`src/rtl/sevenseg_scanner.sv`:
```
// sevenseg_scanner: time-multiplexed driver for an N-digit common-anode
// seven-segment display. It advances one digit per scan_en pulse and adds
// hex/decimal encoding, decimal points, per-digit enables, leading-zero
// blanking, masked blinking and anti-ghosting dead time.
module sevenseg_scanner #(
    parameter int unsigned NUM_DIGITS   = 8,
    parameter int unsigned BLANK_CYCLES = 2,
    parameter int unsigned BLINK_DIV    = 2048
) (
    input  logic                      clk,
    input  logic                      rst,
    input  logic                      scan_en,
    input  logic [4*NUM_DIGITS-1:0]   digits,
    input  logic [NUM_DIGITS-1:0]     dp_in,
    input  logic [NUM_DIGITS-1:0]     digit_en,
    input  logic [NUM_DIGITS-1:0]     blink_mask,
    input  logic                      hex_mode,
    input  logic                      lz_blank,
    output logic [NUM_DIGITS-1:0]     an,
    output logic [6:0]                seg,
    output logic                      dp
);

    localparam int unsigned IDX_W   = (NUM_DIGITS > 1) ? $clog2(NUM_DIGITS) : 1;
    localparam int unsigned BLANK_W = (BLANK_CYCLES > 0) ? $clog2(BLANK_CYCLES + 1) : 1;
    localparam int unsigned BLINK_W = (BLINK_DIV > 1) ? $clog2(BLINK_DIV) : 1;

    localparam logic [IDX_W-1:0]   IDX_LAST  = IDX_W'(NUM_DIGITS - 1);
    localparam logic [BLANK_W-1:0] BLANK_MAX = BLANK_W'(BLANK_CYCLES);
    localparam logic [BLINK_W-1:0] BLINK_TOP = BLINK_W'(BLINK_DIV - 1);
    localparam logic [6:0]         SEG_OFF   = 7'h7F;

    logic [IDX_W-1:0]      idx_q,         idx_d;
    logic [BLANK_W-1:0]    blank_cnt_q,   blank_cnt_d;
    logic [BLINK_W-1:0]    blink_cnt_q,   blink_cnt_d;
    logic                  blink_phase_q, blink_phase_d;
    logic [NUM_DIGITS-1:0] an_q,          an_d;
    logic [6:0]            seg_q,         seg_d;
    logic                  dp_q,          dp_d;

    logic [3:0]            nib [NUM_DIGITS];
    logic [NUM_DIGITS-1:0] upper_zero;
    logic                  zero_acc;
    logic [3:0]            cur_nib;
    logic                  lz_hit;
    logic                  dark;

    // Active-low a..g pattern for one nibble; 10..15 blank unless hex_mode.
    function automatic logic [6:0] encode(input logic [3:0] v, input logic hex);
        logic [6:0] s;
        s = SEG_OFF;
        case (v)
            4'h0: s = 7'b0000001;
            4'h1: s = 7'b1001111;
            4'h2: s = 7'b0010010;
            4'h3: s = 7'b0000110;
            4'h4: s = 7'b1001100;
            4'h5: s = 7'b0100100;
            4'h6: s = 7'b0100000;
            4'h7: s = 7'b0001111;
            4'h8: s = 7'b0000000;
            4'h9: s = 7'b0000100;
            4'hA: s = hex ? 7'b0001000 : SEG_OFF;
            4'hB: s = hex ? 7'b1100000 : SEG_OFF;
            4'hC: s = hex ? 7'b0110001 : SEG_OFF;
            4'hD: s = hex ? 7'b1000010 : SEG_OFF;
            4'hE: s = hex ? 7'b0110000 : SEG_OFF;
            4'hF: s = hex ? 7'b0111000 : SEG_OFF;
            default: s = SEG_OFF;
        endcase
        return s;
    endfunction

    // Split the digit bus into nibbles and flag positions whose nibble and
    // every more-significant nibble are zero.
    always_comb begin
        zero_acc   = 1'b1;
        upper_zero = '0;
        for (int i = 0; i < int'(NUM_DIGITS); i++) begin
            nib[i] = digits[4*i +: 4];
        end
        for (int i = int'(NUM_DIGITS) - 1; i >= 0; i--) begin
            zero_acc      = zero_acc & (nib[i] == 4'h0);
            upper_zero[i] = zero_acc;
        end
    end

    // Scan index, dead-time and blink bookkeeping.
    always_comb begin
        idx_d         = idx_q;
        blank_cnt_d   = blank_cnt_q;
        blink_cnt_d   = blink_cnt_q;
        blink_phase_d = blink_phase_q;
        if (scan_en) begin
            idx_d       = (idx_q == IDX_LAST) ? '0 : idx_q + IDX_W'(1);
            blank_cnt_d = BLANK_MAX;
            if (blink_cnt_q == BLINK_TOP) begin
                blink_cnt_d   = '0;
                blink_phase_d = ~blink_phase_q;
            end else begin
                blink_cnt_d = blink_cnt_q + BLINK_W'(1);
            end
        end else if (blank_cnt_q != '0) begin
            blank_cnt_d = blank_cnt_q - BLANK_W'(1);
        end
    end

    // Next display drive for the digit at idx: dark or a single lit anode.
    always_comb begin
        cur_nib = nib[idx_q];
        lz_hit  = lz_blank && (idx_q != '0) && upper_zero[idx_q];
        dark    = (blank_cnt_q != '0) || !digit_en[idx_q] ||
                  (blink_phase_q && blink_mask[idx_q]) || lz_hit;
        an_d    = '1;
        seg_d   = SEG_OFF;
        dp_d    = 1'b1;
        if (!dark) begin
            an_d  = ~(NUM_DIGITS'(1) << idx_q);
            seg_d = encode(cur_nib, hex_mode);
            dp_d  = ~dp_in[idx_q];
        end
    end

    // State and output registers with synchronous reset.
    always_ff @(posedge clk) begin
        if (rst) begin
            idx_q         <= '0;
            blank_cnt_q   <= BLANK_MAX;
            blink_cnt_q   <= '0;
            blink_phase_q <= 1'b0;
            an_q          <= '1;
            seg_q         <= SEG_OFF;
            dp_q          <= 1'b1;
        end else begin
            idx_q         <= idx_d;
            blank_cnt_q   <= blank_cnt_d;
            blink_cnt_q   <= blink_cnt_d;
            blink_phase_q <= blink_phase_d;
            an_q          <= an_d;
            seg_q         <= seg_d;
            dp_q          <= dp_d;
        end
    end

    assign an  = an_q;
    assign seg = seg_q;
    assign dp  = dp_q;

endmodule
```
`config.mk`:
```
export PLATFORM = sky130hd
export DESIGN_NAME = sevenseg_scanner
export DESIGN_NICKNAME = d
export VERILOG_FILES = /design/src/rtl/sevenseg_scanner.sv
export SDC_FILE = /design/constraint.sdc
export NUM_CORES = 1
export LEC_CHECK = 0
export ABC_AREA = 1
export CAP_MARGIN = 20
export CELL_PAD_IN_SITES_DETAIL_PLACEMENT = 1
export CELL_PAD_IN_SITES_GLOBAL_PLACEMENT = 1
export CORE_AREA = 2 2 88 90
export CTS_CLUSTER_SIZE = 24
export DETAILED_ROUTE_END_ITERATION = 10
export DIE_AREA = 0 0 90 92
export PLACE_DENSITY_LB_ADDON = 0.08
export RECOVER_POWER = 50
export SLEW_MARGIN = 30
export SYNTH_ARGS = -nofsm -noshare
export SYNTH_HDL_FRONTEND = slang
export SYNTH_SLANG_ARGS = --single-unit
export TNS_END_PERCENT = 1
```
`constraint.sdc`:
```
create_clock -name clk -period 4.2 [get_ports clk]
set_clock_uncertainty 0.2 [all_clocks]
set_input_delay 0.84 -clock clk [delete_from_list [all_inputs] [get_ports clk]]
set_output_delay 0.84 -clock clk [all_outputs]
set_load 0.03 [all_outputs]
```
==> results of run 1 <==
[cell usage in the layout, fill, tap and decap left out, drive strengths merged, types with 5 or more instances in the layout]
| cell type | instances |
|---|---|
| nand2 | 135 |
| inv | 61 |
| clkdlybuf4s50 | 59 |
| nand3 | 54 |
| nor2 | 45 |
| dfxtp | 33 |
| dlygate4sd3 | 17 |
| o21ai | 16 |
| a21oi | 11 |
| ha | 8 |
| clkbuf | 5 |
[final cells by class]
class / count / area share
clock buffers: 5 / 0.0207
clock inverters: 2 / 0.0105
inverters: 61 / 0.0689
multi-input cells: 292 / 0.431
flip-flops and latches: 33 / 0.199
well taps: 102 / 0.0384
repair buffers: 77 / 0.231
[flip-flops by register name, summed over array words and instances (netlist names)]
signal / flops
an: 8
blank_cnt_q: 2
blink_cnt_q: 11
blink_phase_q: 1
dp: 1
idx_q: 3
seg: 7
[path summary, 6_finish.rpt]
path | end | depth (start not counted) | startpoint | slack (ns)
worst max-delay path | an[1] | 11 | idx_q[1] | 1.20
worst min-delay path | blank_cnt_q[0] | 1 | blank_cnt_q[0] | 0.26
worst max register to register | an[1] | 11 | idx_q[1] | 1.20
worst min register to register | blank_cnt_q[0] | 1 | blank_cnt_q[0] | 0.26
[report_power, final]
part	leakage (nW)	internal, mW	switching, mW	total (mW)
Combinational	1.16	0.118	0.162	0.280
Sequential	0.268	0.321	0.0107	0.332
Clock	0.0540	0.172	0.120	0.293
Total	1.48	0.612	0.292	0.904
[cell families after synthesis]
kind of cell,synth area share
AO/OA/AOI/OAI,0.0740
XOR/XNOR,0.0109
adder cells (fa/ha/maj),0.0414
buffers and inverters,0.131
flip-flops,0.273
AND/OR/NAND/NOR,0.469
[worst reg2reg max path, cell delays in order, from the launching register on]
cell	delay (ns)
dfxtp_1	0.55
inv_1	0.66
ha_1	0.35
nand2_1	0.08
nand2_1	0.09
nor2_1	0.04
nand2_1	0.06
nor2_1	0.05
nand2_1	0.06
nand2_1	0.07
a21oi_2	0.51
nand3_1	0.14
[metal layers]
layer | vias to the layer above | part of all wire
li1 | 1384 | -
met1 | 1236 | 0.43
met2 | 30 | 0.53
met3 | 5 | 0.027
met4 | 0 | 0.0095
met5 | - | 0
==> results.md, run 1 <==
* Max-cap violations at 0
* LEAKAGE at about 1.5 nW
* Buf/Inv on CP at 1
* Crit. End Element: register
* CP cell instances: inv_1 > ha_1 > nand2_1 > nand2_1 > nor2_1 > nand2_1 > nor2_1 > nand2_1 > nand2_1 > a21oi_2 > nand3_1
* PortBufs at 76
* Post-cts hold buffer count at 0
* Avg WL per Cell at roughly 13 um
* Status: finished clean
* Setup CP Type: reg -> reg
* Synth-to-layout area growth at 37.5%
* Sequential-to-total area share from yosys stat at 0.273
* Reg clk slew, reported paths at ~0.070 ns
* CTS tree: yes
* Post-synth top cells: nand2_1, inv_1, nand3_1
* Setup ws final at 1.20 ns
* Setup crit start kind: register
* Avg Cell Area, Syn at ~6.1 sq um
* DP HPWL at between 6000 and 7000 um
* Critical path peak fanout at 19
* Required time worst endpoint at between 4 and 5 ns
* Cell count after synthesis at 399
* Die area at 0.00828 sq mm
* Via count at between 2000 and 3000
* Netlist cell types at 34
* Yosys top cell area share at 0.273
* Setup TNS at 0 ns
* Most common cell on crit path: nand2_1
* Vias in the first global route at roughly 2900
* Util after Layout at 0.446
* Setup-failing EPs final at 0
* EDFF count, synth at 0
* Sequential standard cell area at roughly 660 sq um
* Dominant synthesized flop cell: dfxtp_1
* Final GP Congestion at about 0.8
* Final Cell Area at between 0.003 and 0.004 sq mm
* Global-route met1 utilization at 0.210
* CTS sink count at 33
* Worst VDD drop at around 0.00016 V
* Cell Rows at 32
* RSZ-0062 raised after global routing: no
* Post-Layout Cell Count at between 500 and 600
* Ant diodes at 0
* Most common cell in the netlist: nand2_1
* Mapped cell area at around 0.0024 sq mm
* # fillers at between 1000 and 1500
* GR Layer Usage met2 at 0.387
* Synth top area cells: dfxtp_1, nand2_1, nand3_1
* Min-delay worst type: reg -> reg
* Post-synthesis register bit count at 33
* Die Height at 92 um
* Worst-margin pin slew at 0.752 ns
* Clock period minus worst slack at 3.00 ns
* Final nets at between 500 and 600
* Total Routed Length at 7690 um
* Clk buf depth at 2
* Crit-path slowest cell: inv_1
* Post-layout power at around 900 uW
* Io pins at 77
* Met3 Use GR at 0.0362
* Synth area leader: dfxtp_1
* Period utilization at 0.713
* Busiest grt layer: met2
* Starting density of the core at 0.325
* Grt ovf at 0
* Synth warn at 0
* First-pass GRT wire length at 13100 um
* TritonRoute pass-1 iters at 4
* Max transition margin at 0.498
* Placed cell count at between 500 and 600
* Total GRT Usage at 0.195
* Max Freq at between 300 and 400 MHz
* Critical path's top delay family: buffers and inverters
* DRC viols at 0
* Hold_ws at ~0.26 ns
* Final antenna-violating net count at 0
* Initial antenna violation count at 0
* DP Area at around 0.0032 sq mm
* Vias/cell at around 4.6
* Post-CTS sizing at 0
* Synthesized net count at 468
* Setup Buffers After CTS at 0
* Max Slew Vio Count at 0
* CTS root buf: clkbuf_8
* Layout cells sized above 1 at 0.0638
* DIE WIDTH at approximately 90 um
* Htree depth at 2
* Final Hold Viols at 0
* Power Density at between 200 and 300 mW/mm^2
* Largest net degree at the start of global routing at 35
* CTS Buf Count at 5
* Worst Path Arrival at a little under 3 ns
* Clk_lat worst skew at ~0.29 ns
* Pre-CTS setup slack at about 1.3 ns
* Area of the core at approximately 0.0074 sq mm
* Initial DRC Count at 40
* Worst path max stage delay at between 0.6 and 0.7 ns
* Area occupied by multi-input gates at 0.00143 sq mm
* FFs w/ async S/R, synth at 0
Power figures use the tool's default switching activity.
==> run 2, diff against run 1 <==
--- a/config.mk
+++ b/config.mk
@@ -9,10 +9,10 @@
 export CAP_MARGIN = 20
 export CELL_PAD_IN_SITES_DETAIL_PLACEMENT = 1
 export CELL_PAD_IN_SITES_GLOBAL_PLACEMENT = 1
-export CORE_AREA = 2 2 88 90
+export CORE_AREA = 2 2 92 94
 export CTS_CLUSTER_SIZE = 24
 export DETAILED_ROUTE_END_ITERATION = 10
-export DIE_AREA = 0 0 90 92
+export DIE_AREA = 0 0 94 96
 export PLACE_DENSITY_LB_ADDON = 0.08
 export RECOVER_POWER = 50
 export SLEW_MARGIN = 30
==> constraint.sdc (replaced) <==
create_clock -name clk -period 2.8 [get_ports clk]
set_clock_uncertainty 0.2 [all_clocks]
set_input_delay 0.56 -clock clk [delete_from_list [all_inputs] [get_ports clk]]
set_output_delay 0.56 -clock clk [all_outputs]
set_load 0.03 [all_outputs]
==> results.md, run 2 (synthesis gave the netlist of run 1 again) <==
* Synth-to-layout area growth at 38.7%
* Total GRT Usage at 0.176 (-0.0191)
* First-pass GRT wire length at 12600 um (-3.6%)
* Period utilization at 0.835
* Die Height at 96 um (+4.3%)
* Clk buf depth at 2 (unchanged)
* Via count at 2687 (+1.2%)
* Most common cell on crit path: nand2_1
* CTS root buf: clkbuf_8
* Area of the core at 0.00805 sq mm (+8.1%)
* Grt ovf at 0 (unchanged)
* Util after Layout at 0.416 (-0.0299)
* Die area at 0.00902 sq mm (+9.0%)
* Required time worst endpoint at 2.76 ns (-1.37 ns)
* Vias in the first global route at 2791 (-2.9%)
* Initial DRC Count at 62 (+55%)
* LEAKAGE at 1.51 nW (+1.6%)
* Ant diodes at 0 (unchanged)
* Setup TNS at 0 ns (unchanged)
* Commonest non-fill, non-tap cells in the layout: nand2_1, clkdlybuf4s50_1, inv_1, nand3_1, nor2_1
* Worst path max stage delay at 0.56 ns (-0.09 ns)
* DIE WIDTH at 94 um (+4.4%)
* Commonest non-fill, non-tap cell in the layout: nand2_1
* Post-Layout Cell Count at 583 (+1.9%)
* DP HPWL at 6120 um (-0.24%)
* Post-CTS sizing at 0 (unchanged)
* Setup Buffers After CTS at 0 (unchanged)
* Total Routed Length at 7430 um (-3.5%)
* Clock period minus worst slack at 2.34 ns
* TritonRoute pass-1 iters at 4 (unchanged)
* Clk_lat worst skew at 0.28 ns (about the same)
* Crit-path slowest cell: dlygate4sd3_1
* CP cell instances: dlygate4sd3_1 > inv_2 > nor3_1 > nand2_1 > nor2_1 > nand3_1 > nand2_1 > nor3b_1
* Setup ws final at 0.461 ns (-0.743 ns)
* DRC viols at 0 (unchanged)
* Worst VDD drop at 0.000162 V (+1.5%)
* Worst-margin pin slew at 0.551 ns (-0.201 ns)
* Max FFs per register at 11 (unchanged)
* PortBufs at 76 (unchanged)
* DP Area at 0.00328 sq mm (+1.7%)
* Setup-failing EPs final at 0 (unchanged)
* Hold_ws at 0.256 ns (-0.00522 ns)
* Pre-CTS setup slack at 0.397 ns (-0.923 ns)
* Max Slew Vio Count at 0 (unchanged)
* Largest net degree at the start of global routing at 34 (-2.9%)
* Final Hold Viols at 0 (unchanged)
* Setup CP Type: in -> reg
* Layout cells sized above 1 at 0.0753 (+0.0115)
* Final antenna-violating net count at 0 (unchanged)
* Post-cts hold buffer count at 0 (unchanged)
* CTS Buf Count at 5 (unchanged)
* Cell Rows at 33 (+3.1%)
* CTS sink count at 33 (unchanged)
* Max Freq at 427 MHz
* Initial antenna violation count at 0 (unchanged)
* Setup crit start kind: input pin
* Final GP Congestion at 0.797 (-2.6%)
* Reg clk slew, reported paths at 0.07 ns (about the same)
* Post-layout power at 1.27 mW (+41%)
* Final nets at 546 (+1.3%)
* Crit. End Element: register
* Io pins at 77 (unchanged)
* Final Cell Area at 0.00335 sq mm (+0.87%)
* Starting density of the core at 0.300 (-0.0244)
* Avg WL per Cell at 12.7 um (-5.3%)
* Status: finished clean
* CTS tree: yes
* Vias/cell at 4.61 (-0.70%)
* RSZ-0062 raised after global routing: no
* Critical path peak fanout at 6 (-13)
* Power Density at 380 mW/mm^2 (+40%)
* Max-cap violations at 0 (unchanged)
* Htree depth at 2 (unchanged)
* Worst Path Arrival at 2.30 ns (-0.63 ns)
* Max transition margin at 0.632 (+0.134)
* Reg with most FFs: blink_cnt_q
* Min-delay worst type: reg -> reg
* Placed cell count at 575 (+1.8%)
[run 2: changes by cell type in the layout (fill, tap and decap cells not counted), sizes merged]
cell and change:
bufinv -1, clkinv +1, clkbuf +2, buf +6
clkdlybuf4s50 +1, dlygate4sd3 -1
[run 2: path summary, 6_finish.rpt]
path         cells after the start           start             end  slack, ns
min reg2reg                      1  blank_cnt_q[0]  blank_cnt_q[0]       0.26
max                              8         scan_en  blink_cnt_q[7]       0.46
max reg2reg                     12        idx_q[1]           an[2]       0.74
min                              1  blank_cnt_q[0]  blank_cnt_q[0]       0.26
[run 2: final cells by class]
class                      count  area, sq um
clock buffer                   6         72.6
clock inverter                 2         10.0
tap                          105          131
sequential                    33          661
inverter                      61          229
fill                        1075         4700
multi-input combinational    292         1430
timing repair buffer          84          817
[run 2: per-layer routing]
layer | track usage | routed length, um
met3 | 0.0282 | 234
met2 | 0.345 | 3850
met5 | 0 | 0
met4 | 0.0254 | 35
met1 | 0.203 | 3310
[run 2: power by group]
group | internal (mW) | total [mW] | switching [mW]
sequential | 0.482 | 0.488 | 0.00570
combinational | 0.184 | 0.442 | 0.258
clock | 0.172 | 0.343 | 0.171
[run 2: worst max-delay path: cells and delay by family]
family / cells / cell delay [ns]
buffers and inverters: 2 / 0.64
AND/OR/NAND/NOR: 6 / 1.10
